**config.mk**
```make
export PLATFORM = sky130hd
export DESIGN_NAME = fetch_sequencer
export DESIGN_NICKNAME = d
export VERILOG_FILES = /design/src/rtl/fetch_sequencer_pkg.sv /design/src/rtl/fetch_watchdog.sv /design/src/rtl/fetch_sequencer.sv
export SDC_FILE = /design/constraint.sdc
export NUM_CORES = 1
export LEC_CHECK = 0
export CAP_MARGIN = 20
export CORE_MARGIN = 2
export CORE_UTILIZATION = 45
export DETAILED_ROUTE_END_ITERATION = 12
export HOLD_SLACK_MARGIN = 0.03
export PLACE_DENSITY = 0.8
export SETUP_SLACK_MARGIN = 0.05
export SKIP_LAST_GASP = 1
export SLEW_MARGIN = 30
export SYNTH_ARGS = -nofsm -noshare
export SYNTH_HDL_FRONTEND = slang
export SYNTH_SLANG_ARGS = --single-unit
```
**constraint.sdc**
```tcl
create_clock -name CLK -period 4.5 [get_ports CLK]
set_clock_uncertainty 0.2 [all_clocks]
set_input_delay 0.9 -clock CLK [delete_from_list [all_inputs] [get_ports CLK]]
set_output_delay 0.9 -clock CLK [all_outputs]
set_load 0.01 [all_outputs]
```
**src/rtl/fetch_sequencer_pkg.sv**
```systemverilog
// ---------------------------------------------------------------------------
// fetch_sequencer_pkg
// Shared definitions for the fetch sequencer, its watchdog and the datapath
// decoder: opcode values, the sequencer state encoding, the fetch watchdog
// limit, and small helpers that split an instruction byte into its fields.
// ---------------------------------------------------------------------------
package fetch_sequencer_pkg;

  // Sequencer states. Eight states fit exactly in three bits.
  typedef enum logic [2:0] {
    ST_IDLE    = 3'd0,
    ST_FETCH   = 3'd1,
    ST_WAIT    = 3'd2,
    ST_DECODE  = 3'd3,
    ST_EXEC    = 3'd4,
    ST_ADVANCE = 3'd5,
    ST_HALT    = 3'd6,
    ST_ERROR   = 3'd7
  } seqState_t;

  // Opcodes handled by the sequencer itself. Every other opcode value is
  // handed to the datapath.
  localparam logic [3:0] OP_NOP = 4'h0;
  localparam logic [3:0] OP_JMP = 4'h6;
  localparam logic [3:0] OP_JZ  = 4'h7;
  localparam logic [3:0] OP_HLT = 4'hF;

  // Number of consecutive WAIT cycles without read data that counts as a
  // dead memory, and the counter width needed to reach it.
  localparam int WATCHDOG_LIMIT = 8;
  localparam int WATCHDOG_WIDTH = $clog2(WATCHDOG_LIMIT);

  // Upper nibble of an instruction byte is the opcode.
  function automatic logic [3:0] opcodeOf(input logic [7:0] instr);
    return instr[7:4];
  endfunction

  // Lower nibble of an instruction byte is the operand (jump target).
  function automatic logic [3:0] operandOf(input logic [7:0] instr);
    return instr[3:0];
  endfunction

  // True when the opcode must be executed by the datapath rather than
  // being resolved entirely inside the sequencer.
  function automatic logic isDatapathOp(input logic [3:0] opcode);
    return !((opcode == OP_NOP) || (opcode == OP_JMP) ||
             (opcode == OP_JZ)  || (opcode == OP_HLT));
  endfunction

endpackage

```
**src/rtl/fetch_watchdog.sv**
```systemverilog
// ---------------------------------------------------------------------------
// fetch_watchdog
// Counts consecutive cycles spent waiting for program memory. Flags expiry
// in the cycle that would be the WATCHDOG_LIMIT-th consecutive wait.
//
// Ports:
//   i_clk      system clock
//   i_reset    synchronous active-high reset, clears the count
//   i_clear    clears the count (asserted while fetching a new address)
//   i_countEn  one more wait cycle without data
//   o_expired  this wait cycle is the last one allowed; no data arrived
// ---------------------------------------------------------------------------
module fetch_watchdog
  import fetch_sequencer_pkg::*;
(
  input  logic i_clk,
  input  logic i_reset,
  input  logic i_clear,
  input  logic i_countEn,
  output logic o_expired
);

  localparam logic [WATCHDOG_WIDTH-1:0] LAST_COUNT =
    WATCHDOG_WIDTH'(WATCHDOG_LIMIT - 1);

  logic [WATCHDOG_WIDTH-1:0] r_count;

  // The count only advances on wait cycles that saw no data, so a response
  // arriving in the final allowed cycle keeps i_countEn low and therefore
  // never raises o_expired. The counter is cleared on every new fetch so the
  // limit applies per read request rather than accumulating across them.
  always_ff @(posedge i_clk) begin
    if (i_reset || i_clear) begin
      r_count <= '0;
    end else if (i_countEn) begin
      r_count <= r_count + 1'b1;
    end
  end

  // Expiry is decided combinationally so the sequencer can enter ERROR at
  // the end of the limit-th empty wait cycle rather than one cycle later.
  assign o_expired = i_countEn && (r_count == LAST_COUNT);

endmodule

```
**src/rtl/fetch_sequencer.sv**
```systemverilog
// ---------------------------------------------------------------------------
// fetch_sequencer
// Instruction fetch/dispatch sequencer for a small 4-bit-address machine.
// Fetches a byte from program memory at the current PC, resolves NOP, JMP,
// JZ and HLT itself, dispatches every other opcode to the datapath, and
// steers the external program counter with increment/load strobes.
//
// Ports:
//   CLK        system clock, rising edge
//   RESET      synchronous active-high reset
//   RUN        start/continue; sampled in IDLE and at the end of each instr
//   PC_COUNT   current program counter value
//   PC_EN      one-cycle increment strobe to the program counter
//   PC_PRGM    one-cycle load strobe to the program counter
//   PC_LOAD    value loaded into the program counter with PC_PRGM
//   MEM_ADDR   program memory read address
//   MEM_RD     program memory read request, held until MEM_VALID
//   MEM_DATA   program memory read data
//   MEM_VALID  qualifies MEM_DATA
//   ZERO       datapath zero flag, consulted by JZ
//   IR         latched instruction byte
//   EXEC_STB   one-cycle dispatch pulse for datapath instructions
//   EXEC_DONE  datapath completion of the dispatched instruction
//   HALTED     sequencer stopped by HLT
//   FAULT      sequencer stopped by a memory watchdog timeout
// ---------------------------------------------------------------------------
module fetch_sequencer
  import fetch_sequencer_pkg::*;
(
  input  logic       CLK,
  input  logic       RESET,
  input  logic       RUN,
  input  logic [3:0] PC_COUNT,
  output logic       PC_EN,
  output logic       PC_PRGM,
  output logic [3:0] PC_LOAD,
  output logic [3:0] MEM_ADDR,
  output logic       MEM_RD,
  input  logic [7:0] MEM_DATA,
  input  logic       MEM_VALID,
  input  logic       ZERO,
  output logic [7:0] IR,
  output logic       EXEC_STB,
  input  logic       EXEC_DONE,
  output logic       HALTED,
  output logic       FAULT
);

  seqState_t r_state;
  seqState_t w_nextState;

  logic       r_pcEn;
  logic       r_pcPrgm;
  logic [3:0] r_pcLoad;
  logic [3:0] r_memAddr;
  logic       r_memRd;
  logic [7:0] r_ir;
  logic       r_execStb;
  logic       r_halted;
  logic       r_fault;

  logic       w_pcEn;
  logic       w_pcPrgm;
  logic [3:0] w_pcLoad;
  logic [3:0] w_memAddr;
  logic       w_memRd;
  logic [7:0] w_ir;
  logic       w_execStb;
  logic       w_halted;
  logic       w_fault;

  logic       w_wdogClear;
  logic       w_wdogCountEn;
  logic       w_wdogExpired;
  logic [3:0] w_opcode;
  logic [3:0] w_operand;

  assign w_opcode      = opcodeOf(r_ir);
  assign w_operand     = operandOf(r_ir);
  assign w_wdogClear   = (r_state == ST_FETCH);
  assign w_wdogCountEn = (r_state == ST_WAIT) && !MEM_VALID;

  fetch_watchdog u_watchdog (
    .i_clk     (CLK),
    .i_reset   (RESET),
    .i_clear   (w_wdogClear),
    .i_countEn (w_wdogCountEn),
    .o_expired (w_wdogExpired)
  );

  // Next-state and next-output logic. Every output is registered, so each
  // branch describes what the outputs should be during the state being
  // entered. Strobes default low so they only last one cycle unless a
  // branch re-asserts them. The cycle that carries a PC strobe (PC_EN for
  // NOP/not-taken JZ/datapath ops, PC_PRGM for taken jumps) is always the
  // ADVANCE state; RUN is sampled at its end, which is what lets a dropped
  // RUN finish the current instruction and only then park in IDLE. Holding
  // the PC strobe in its own state also guarantees the counter has updated
  // before the following FETCH samples PC_COUNT.
  always_comb begin
    w_nextState = r_state;
    w_pcEn      = 1'b0;
    w_pcPrgm    = 1'b0;
    w_pcLoad    = 4'h0;
    w_memAddr   = r_memAddr;
    w_memRd     = 1'b0;
    w_ir        = r_ir;
    w_execStb   = 1'b0;
    w_halted    = 1'b0;
    w_fault     = 1'b0;

    case (r_state)
      ST_IDLE: begin
        if (RUN) begin
          w_nextState = ST_FETCH;
        end
      end

      ST_FETCH: begin
        w_memAddr   = PC_COUNT;
        w_memRd     = 1'b1;
        w_nextState = ST_WAIT;
      end

      ST_WAIT: begin
        if (MEM_VALID) begin
          w_ir        = MEM_DATA;
          w_nextState = ST_DECODE;
        end else if (w_wdogExpired) begin
          w_fault     = 1'b1;
          w_nextState = ST_ERROR;
        end else begin
          w_memRd     = 1'b1;
        end
      end

      ST_DECODE: begin
        if (w_opcode == OP_HLT) begin
          w_halted    = 1'b1;
          w_nextState = ST_HALT;
        end else if ((w_opcode == OP_JMP) ||
                     ((w_opcode == OP_JZ) && ZERO)) begin
          w_pcPrgm    = 1'b1;
          w_pcLoad    = w_operand;
          w_nextState = ST_ADVANCE;
        end else if (isDatapathOp(w_opcode)) begin
          w_execStb   = 1'b1;
          w_nextState = ST_EXEC;
        end else begin
          w_pcEn      = 1'b1;
          w_nextState = ST_ADVANCE;
        end
      end

      ST_EXEC: begin
        if (EXEC_DONE) begin
          w_pcEn      = 1'b1;
          w_nextState = ST_ADVANCE;
        end
      end

      ST_ADVANCE: begin
        w_nextState = RUN ? ST_FETCH : ST_IDLE;
      end

      ST_HALT: begin
        w_halted = 1'b1;
      end

      ST_ERROR: begin
        w_fault = 1'b1;
      end

      default: begin
        w_nextState = ST_IDLE;
      end
    endcase
  end

  // State and output registers. Reset is checked first so it overrides RUN,
  // MEM_VALID and EXEC_DONE arriving in the same cycle, and it pulls the
  // sequencer back to IDLE from any state, including HALT and ERROR which
  // otherwise never exit.
  always_ff @(posedge CLK) begin
    if (RESET) begin
      r_state   <= ST_IDLE;
      r_pcEn    <= 1'b0;
      r_pcPrgm  <= 1'b0;
      r_pcLoad  <= 4'h0;
      r_memAddr <= 4'h0;
      r_memRd   <= 1'b0;
      r_ir      <= 8'h00;
      r_execStb <= 1'b0;
      r_halted  <= 1'b0;
      r_fault   <= 1'b0;
    end else begin
      r_state   <= w_nextState;
      r_pcEn    <= w_pcEn;
      r_pcPrgm  <= w_pcPrgm;
      r_pcLoad  <= w_pcLoad;
      r_memAddr <= w_memAddr;
      r_memRd   <= w_memRd;
      r_ir      <= w_ir;
      r_execStb <= w_execStb;
      r_halted  <= w_halted;
      r_fault   <= w_fault;
    end
  end

  assign PC_EN    = r_pcEn;
  assign PC_PRGM  = r_pcPrgm;
  assign PC_LOAD  = r_pcLoad;
  assign MEM_ADDR = r_memAddr;
  assign MEM_RD   = r_memRd;
  assign IR       = r_ir;
  assign EXEC_STB = r_execStb;
  assign HALTED   = r_halted;
  assign FAULT    = r_fault;

endmodule
```
# --- Word-level counts from Yosys, hierarchy flattened ---
# Index checks and enable logic that the tools add are counted.
totals:
  output_inout_bits: 22
  elab_cells: 69
  reg_bits: 28
classes:
  reduce_logical: 17
  n_addsub: 1
  muxes: 24
  n_eq_ne: 14
  bitwise_logic: 2
op_table:
  columns: ["cell", "n"]
  rows:
  - ["one-hot mux 3 bit (6 select lines)", 1]
  - ["== test 3 bit, second input constant", 5]
  - ["two-way mux 1 bit", 14]
  - ["two-way mux 3 bit", 4]
  - ["== test 4 x 3 -> 1 bit, second input constant", 2]
  - ["one-hot mux 1 bit (2 select lines)", 4]
  - ["OR reduction 4 bit", 2]
  - ["== test 3 x 2 -> 1 bit, second input constant", 2]
  - ["nonzero test 6 bit", 1]
  - ["logical OR 1 bit", 5]
  - ["== test 4 bit, second input constant", 1]
  - ["logical NOT 4 bit", 1]
  - ["!= test 2 bit, second input constant", 2]
  - ["AND reduction 4 bit", 1]
  - ["adder 3 x 1 -> 3 bit, second input constant", 1]
  - ["== test 3 x 1 -> 1 bit, second input constant", 1]
  - ["logical AND 1 bit", 3]
  - ["logical NOT 3 bit", 1]
  - ["!= test 3 x 2 -> 1 bit, second input constant", 1]
  - ["OR reduction 3 bit", 1]
  - ["two-way mux 2 bit", 1]
  - ["NOT 1 bit", 2]
  - ["AND reduction 2 bit", 1]
  - ["logical NOT 1 bit", 1]

# --- Logic depth before layout (Yosys ltp) ---
# Gate-level depths: netlist (run 1).
logic_depth:
  ltp_word: 8
  ltp_mapped: 5
  depth_no_buf: 5

# --- Hierarchy ---
# Synthesis (run 1) repeated with hierarchy kept, for this count alone.
unflattened:
  hier_cells: 115
  hier_area_um2: 1162.4
modules_own_cells:
  columns: ["mod", "seq_area_each_um2", "area_per_inst_um2", "n_inst", "cells_each"]
  rows:
  - ["fetch_sequencer", 500.5, 1021.0, 1, 103]
  - ["fetch_watchdog", 60.1, 141.4, 1, 12]

# --- Least setup slack after synthesis (run 1) ---
# No wires, ideal clock.
synth_path:
  kind: "input port to flip-flop"
  from: "input MEM_VALID"
  to: "register r_ir[0], in the netlist IR[0]"
  t_arrival_ps: 1574
  path_stages: 4
  setup_slack_ps: 2598
  path_cell_list: "nor4bb_1 -> buf_4 -> mux2i_1 -> nor2_1"
synth_between:
  elab_chain_len: 1
synth_rtl:
  columns: ["element", "line", "source"]
  rows:
  - ["from (decl)", "fetch_sequencer.sv:40", "input logic MEM_VALID,"]
  - ["AND reduction 2 bit (no line)", null, null]
  - ["to (signal assigned)", "fetch_sequencer.sv:203", "r_ir <= w_ir;"]
  - ["to (decl)", "fetch_sequencer.sv:57", "logic [7:0] r_ir;"]
# No other way between the ends.
# A chain may end at the register's enable or synchronous reset.

# --- Worst setup path after layout (run 1) ---
layout_path:
  from: "input RESET"
  to: "register r_pcLoad[3], in the netlist PC_LOAD[3]"
layout_between:
  elab_chain_len: 1
layout_rtl:
  columns: ["element", "line", "source"]
  rows:
  - ["from (decl)", "fetch_sequencer.sv:31", "input logic RESET,"]
  - ["OR reduction 4 bit (no line)", null, null]
  - ["to (signal assigned)", "fetch_sequencer.sv:200", "r_pcLoad <= w_pcLoad;"]
  - ["to (decl)", "fetch_sequencer.sv:54", "logic [3:0] r_pcLoad;"]
# No other way between the ends.

==> impl_metrics.tcl, run 1 <==
set metrics [dict create \
    p_leak_nw 0.558 \
    synth-main-ff-cell "dfxtp_1" \
    cts_tree "yes" \
    numCtsBuffers 3 \
    use_met2_pct 29.3 \
    hp-class "reg -> reg" \
    final_common_cell "clkdlybuf4s50_1" \
    io_pins 40 \
    hold_violations 0 \
    busiest_layer "met2" \
    postCtsHoldBufs 0 \
    first_pass_iters 4 \
    critPathRequiredTime_ps 4560 \
    fin_util_pct 64.3 \
    via_per_inst 5.06 \
    crit_chain "clkdlybuf4s50_1 > nand4bb_1 > nor4_1 > and2_1" \
    slowest_delay_ps 770 \
    area_growth_pct 37.2 \
    regArea_sq_um 561 \
    grt_pass1_wl_mm 3.67 \
    synth.net_count 132 \
    grt_overflow 0 \
    cts_setup_buffers 0 \
    synthCells 112 \
    clk_path_buf_depth 2 \
    status "completed" \
    drv_cap 0 \
    multi_input_area_sq_um 552 \
    fin_crit_sh_pct 60.9 \
    ys.warnings.count 0 \
    drt_wl_total_mm 2.31 \
    ir_drop_mv 0.246 \
    wl_per_cell_um 12.9 \
    pre_cts_slack_ps 1400 \
    start_util_pct 46.8 \
    drtAntennaViolNets 0 \
    fin_setup_tns_ps 0 \
    fp.dieArea_sq_mm 0.00298 \
    diodes 0 \
    rows 18 \
    cp-startpoint "RESET" \
    fin_crit_ps 2740 \
    layoutNonFillerInstCount 179 \
    synthesis.area_sq_mm 0.00115 \
    clk_pin_slew_worst_paths_ps 130 \
    htreeDepth 1 \
    timing.rr.start "r_state[0]$_SDFFE_PP0P_" \
    critPathLaunchType "input port" \
    post-place-cells 176 \
    gp_congestion 0.776 \
    holdCritStartpoint "IR[0]$_SDFFE_PP0P_" \
    worst_pin_slew_ps 702 \
    syn_avg_cell_area_sq_um 10.3 \
    clockRootBuffer "clkbuf_4" \
    endpoint_kind "flip-flop" \
    max_freq_ghz 0.365 \
    port_buffers 39 \
    met1_usage_pct 20.9 \
    finalWorstSetupSlack_ps 1760 \
    ys_async_sr_fraction_pct 0 \
    dpl_cell_area_sq_mm 0.00156 \
    grt_max_degree 23 \
    ctsResizeCount 0 \
    remaining_drc_errors 0 \
    drive_gt1_share_pct 6.04 \
    cp_slowest_cell "clkdlybuf4s50_1" \
    vias 906 \
    final_cell_mix "clkdlybuf4s50_1 (39), dfxtp_1 (28), nor2_1 (15)" \
    grt_pass1_vias 851 \
    synth_edf_count 0 \
    rsz0062_at_grt "no" \
    fillCellCount 206 \
    die_width_um 54.6 \
    final_nets 171 \
    cts_sinks 28 \
    met3_usage_pct 2.73 \
    cp.arrival_ps 2800 \
    power_density_mw_per_mm2 324 \
    grt_antenna_before_repair 0 \
    r2r_slack_ps 2680 \
    relSlewSlack_pct 53.1 \
    grt_usage_pct 16.9 \
    clk_latency_ps 320 \
    synth-seq-cells 28 \
    setup_viol 0 \
    crit_fanout 22 \
    drtIter0Drc 13 \
    critPathKind "in -> reg" \
    dp_hpwl_mm 1.74 \
    synth_seq_area_share_pct 48.7 \
    core_sq_mm 0.00245 \
    slew_viol_final 0 \
    die_y_um 54.6 \
    synthDistinctLibCells 32 \
    final_cell_area_sq_mm 0.00158 \
]
[cells by family after synthesis]
group | count (synthesis) | synth area share (%)
AO/OA/AOI/OAI | 15 | 8.49
XOR/XNOR | 1 | 0.762
adder cells (fa/ha/maj) | 2 | 2.18
buffers and inverters | 8 | 3.81
flip-flops | 28 | 48.7
multiplexers | 14 | 12.2
AND/OR/NAND/NOR | 44 | 23.8
[state kept, by name, indices dropped and copies added (netlist names)]
name / cells
PC_PRGM: 1
FAULT: 1
u_watchdog.r_count: 3
MEM_RD: 1
MEM_ADDR: 4
EXEC_STB: 1
IR: 8
HALTED: 1
r_state: 3
PC_LOAD: 4
PC_EN: 1
[cells in the mapped netlist (2+ instances only)]
cell | n | area [sq um]
nor2_1 | 15 | 56.3
mux2i_1 | 14 | 140
inv_1 | 2 | 7.51
o21ai_0 | 4 | 20.0
nand2b_1 | 4 | 25.0
ha_1 | 2 | 25.0
or3_1 | 2 | 12.5
dfxtp_1 | 28 | 561
a21oi_1 | 5 | 25.0
o21bai_1 | 2 | 15.0
buf_2 | 2 | 10.0
nor3_1 | 5 | 25.0
nor2b_1 | 5 | 31.3
and2_1 | 4 | 25.0
[per-layer routing]
layer | routed length, um | vias to the layer above | share of wire, %
li1 | - | 461 | -
met1 | 1020 | 419 | 44
met2 | 1180 | 24 | 51
met3 | 95 | 2 | 4.1
met4 | 15 | 0 | 0.65
met5 | 0 | - | 0
[power breakdown]
part           switching, mW  internal [mW]
combinational         0.0466         0.0724
clock                 0.0675         0.0313
sequential            0.0278          0.266
total                  0.142          0.370
[through the flow]
stage	total power [mW]	hold slack, ps
global placement	0.415	281
floorplan	0.371	302
detailed placement	0.418	289
finish	0.512	313
global route	0.537	322
CTS	0.516	317
[worst paths after layout]
kind | cells past startpoint | end
worst min-delay path | 1 | PC_LOAD[0]$_SDFF_PP0_
worst max register to register | 3 | PC_LOAD[3]$_SDFF_PP0_
worst max-delay path | 4 | PC_LOAD[3]$_SDFF_PP0_
worst min register to register | 1 | PC_LOAD[0]$_SDFF_PP0_
[critical path: cells and delay by family]
family	cells	cell delay, ps
and+or+nand+nor	3	1120
buffers and inverters	1	770
[final cells by class]
cell class	instances	share of cell area (%)
tap	30	2.38
clock buffer	3	1.43
multi-input combinational	76	35.0
sequential	28	35.5
inverter	2	0.476
timing repair buffer	40	25.2
Power figures use the tool's default switching activity.
==> run 2: changes to the inputs <==
--- a/config.mk
+++ b/config.mk
@@ -7,10 +7,10 @@
 export LEC_CHECK = 0
 export CAP_MARGIN = 20
 export CORE_MARGIN = 2
-export CORE_UTILIZATION = 45
+export CORE_UTILIZATION = 44
 export DETAILED_ROUTE_END_ITERATION = 12
 export HOLD_SLACK_MARGIN = 0.03
-export PLACE_DENSITY = 0.8
+export PLACE_DENSITY = 0.78
 export SETUP_SLACK_MARGIN = 0.05
 export SKIP_LAST_GASP = 1
 export SLEW_MARGIN = 30
==> constraint.sdc (replaced) <==
create_clock -name CLK -period 2.8 [get_ports CLK]
set_clock_uncertainty 0.2 [all_clocks]
set_input_delay 0.56 -clock CLK [delete_from_list [all_inputs] [get_ports CLK]]
set_output_delay 0.56 -clock CLK [all_outputs]
set_load 0.01 [all_outputs]
==> impl_metrics.tcl, run 2 (synthesized netlist as in run 1, its figures left out) <==
set metrics [dict create \
    status "completed" \
    met3_length_um 120 \
    ir_drop_mv 0.389 \
    wl_met1_mm 1.08 \
    wl_met2_mm 1.12 \
    critical_path_buf_inv_count 1 \
    post-place-cells 177 \
    fin_crit_ps 2170 \
    hold_violations 0 \
    start_util_pct 46.4 \
    htreeDepth 1 \
    remaining_drc_errors 0 \
    drive_gt1_share_pct 7.28 \
    die_y_um 55.1 \
    crit_chain "clkdlybuf4s50_1" \
    p_leak_nw 0.577 \
    power_density_mw_per_mm2 576 \
    die_width_um 55.1 \
    cts_sinks 28 \
    worstReg2RegEnd "PC_EN$_SDFF_PP0_" \
    critPathLaunchType "flip-flop" \
    crit_fanout 8 \
    hold_path_depth 1 \
    setup_viol 0 \
    io_pins 40 \
    cpLargestDelayFamily "buffers and inverters" \
    endpoint_kind "output port" \
    grt_usage_pct 17.5 \
    cts_tree "yes" \
    grt_pass1_wl_mm 3.77 \
    vias 928 \
    rsz0062_at_grt "no" \
    numCtsBuffers 3 \
    via_per_inst 5.13 \
    first_pass_iters 4 \
    grt_overflow 0 \
    drt_wl_total_mm 2.35 \
    clk_latency_ps 330 \
    slowest_delay_ps 590 \
    grt_antenna_before_repair 0 \
    cp.arrival_ps 1410 \
    highest_layer "met4" \
    rows 18 \
    critPathRequiredTime_ps 2040 \
    fillCellCount 205 \
    clk_pin_slew_worst_paths_ps 150 \
    grt_pass1_vias 888 \
    wl_per_cell_um 13.0 \
    core_sq_mm 0.00248 \
    cts_setup_buffers 0 \
    reg2reg_depth 3 \
    cp_slowest_cell "clkdlybuf4s50_1" \
    largest_register_ffs 8 \
    area_growth_pct 40.5 \
    min_delay_worst_endpoint "PC_LOAD[2]$_SDFF_PP0_" \
    fin_crit_sh_pct 77.5 \
    final_common_cell "clkdlybuf4s50_1" \
    drtIter0Drc 6 \
    relSlewSlack_pct 61.5 \
    layoutNonFillerInstCount 181 \
    clk_path_buf_depth 2 \
    r2r_slack_ps 960 \
    drv_cap 0 \
    fin_setup_tns_ps 0 \
    hp-class "reg -> reg" \
    final_nets 172 \
    max_freq_ghz 0.461 \
    drtAntennaViolNets 0 \
    diodes 0 \
    port_buffers 39 \
    grt_max_degree 20 \
    holdCritStartpoint "IR[2]$_SDFFE_PP0P_" \
    gp_congestion 0.763 \
    timing.rr.start "r_state[2]$_SDFFE_PP0P_" \
    clockRootBuffer "clkbuf_4" \
    worst_pin_slew_ps 572 \
    critPathKind "reg -> out" \
    postCtsHoldBufs 0 \
    dp_hpwl_mm 1.73 \
    final_cell_mix "clkdlybuf4s50_1 (39), dfxtp_1 (28), nor2_1 (15)" \
    slew_viol_final 0 \
    ctsResizeCount 0 \
    fp.dieArea_sq_mm 0.00304 \
]
==> run 2: cell types whose count changed in the layout (fill, tap and decap cells not counted) <==
cell / previous run / this run
buf_4: 1 / 2
bufinv_16: 0 / 1
==> run 2: worst max path at each step <==
stage / endpoint / slack, ps / cells after the start / from
global placement: IR[3]$_SDFFE_PP0P_ / 540 / 5 / MEM_VALID
floorplan: IR[0]$_SDFFE_PP0P_ / 1240 / 4 / MEM_VALID
global route: IR[7] / 570 / 1 / IR[7]$_SDFFE_PP0P_
CTS: IR[7] / 620 / 1 / IR[7]$_SDFFE_PP0P_
detailed placement: IR[4]$_SDFFE_PP0P_ / 490 / 5 / MEM_VALID
finish: IR[7] / 630 / 1 / IR[7]$_SDFFE_PP0P_
==> run 2: cell type report <==
cell class | count | area, sq um | area share (%)
Clock inverter | 1 | 30.0 | 1.86
Timing Repair Buffer | 41 | 405 | 25.1
Clock buffer | 3 | 22.5 | 1.39
Inverter | 2 | 7.51 | 0.465
Sequential cell | 28 | 561 | 34.7
Multi-Input combinational cell | 76 | 552 | 34.2
Tap cell | 30 | 37.5 | 2.32
==> run 2: where the power goes <==
| group | total, mW | switching (mW) | internal [mW] | leakage (nW) |
|---|---|---|---|---|
| Combinational | 0.192 | 0.0751 | 0.117 | 0.322 |
| Clock | 0.265 | 0.121 | 0.145 | 0.0279 |
| Sequential | 0.472 | 0.0445 | 0.428 | 0.227 |
| Total | 0.930 | 0.240 | 0.690 | 0.577 |
==> run 2: per-stage QoR <==
stage	setup WS (ps)	hold slack, ps	area [sq um]	power, mW	utilization [%]
after global placement	537	274	1560	0.667	63.1
final	629	309	1620	0.930	65.2
after global routing	568	327	1620	0.972	65.2
after CTS	623	309	1620	0.936	65.2
after floorplan	1240	302	1150	0.597	-
after detailed placement	494	284	1560	0.672	63.1
==> run 2: layer usage <==
layer | global-route usage (%) | vias up
met5 | 0 | -
li1 | - | 471
met2 | 28.6 | 26
met1 | 22.4 | 427
met4 | 8.54 | 0
met3 | 2.96 | 4
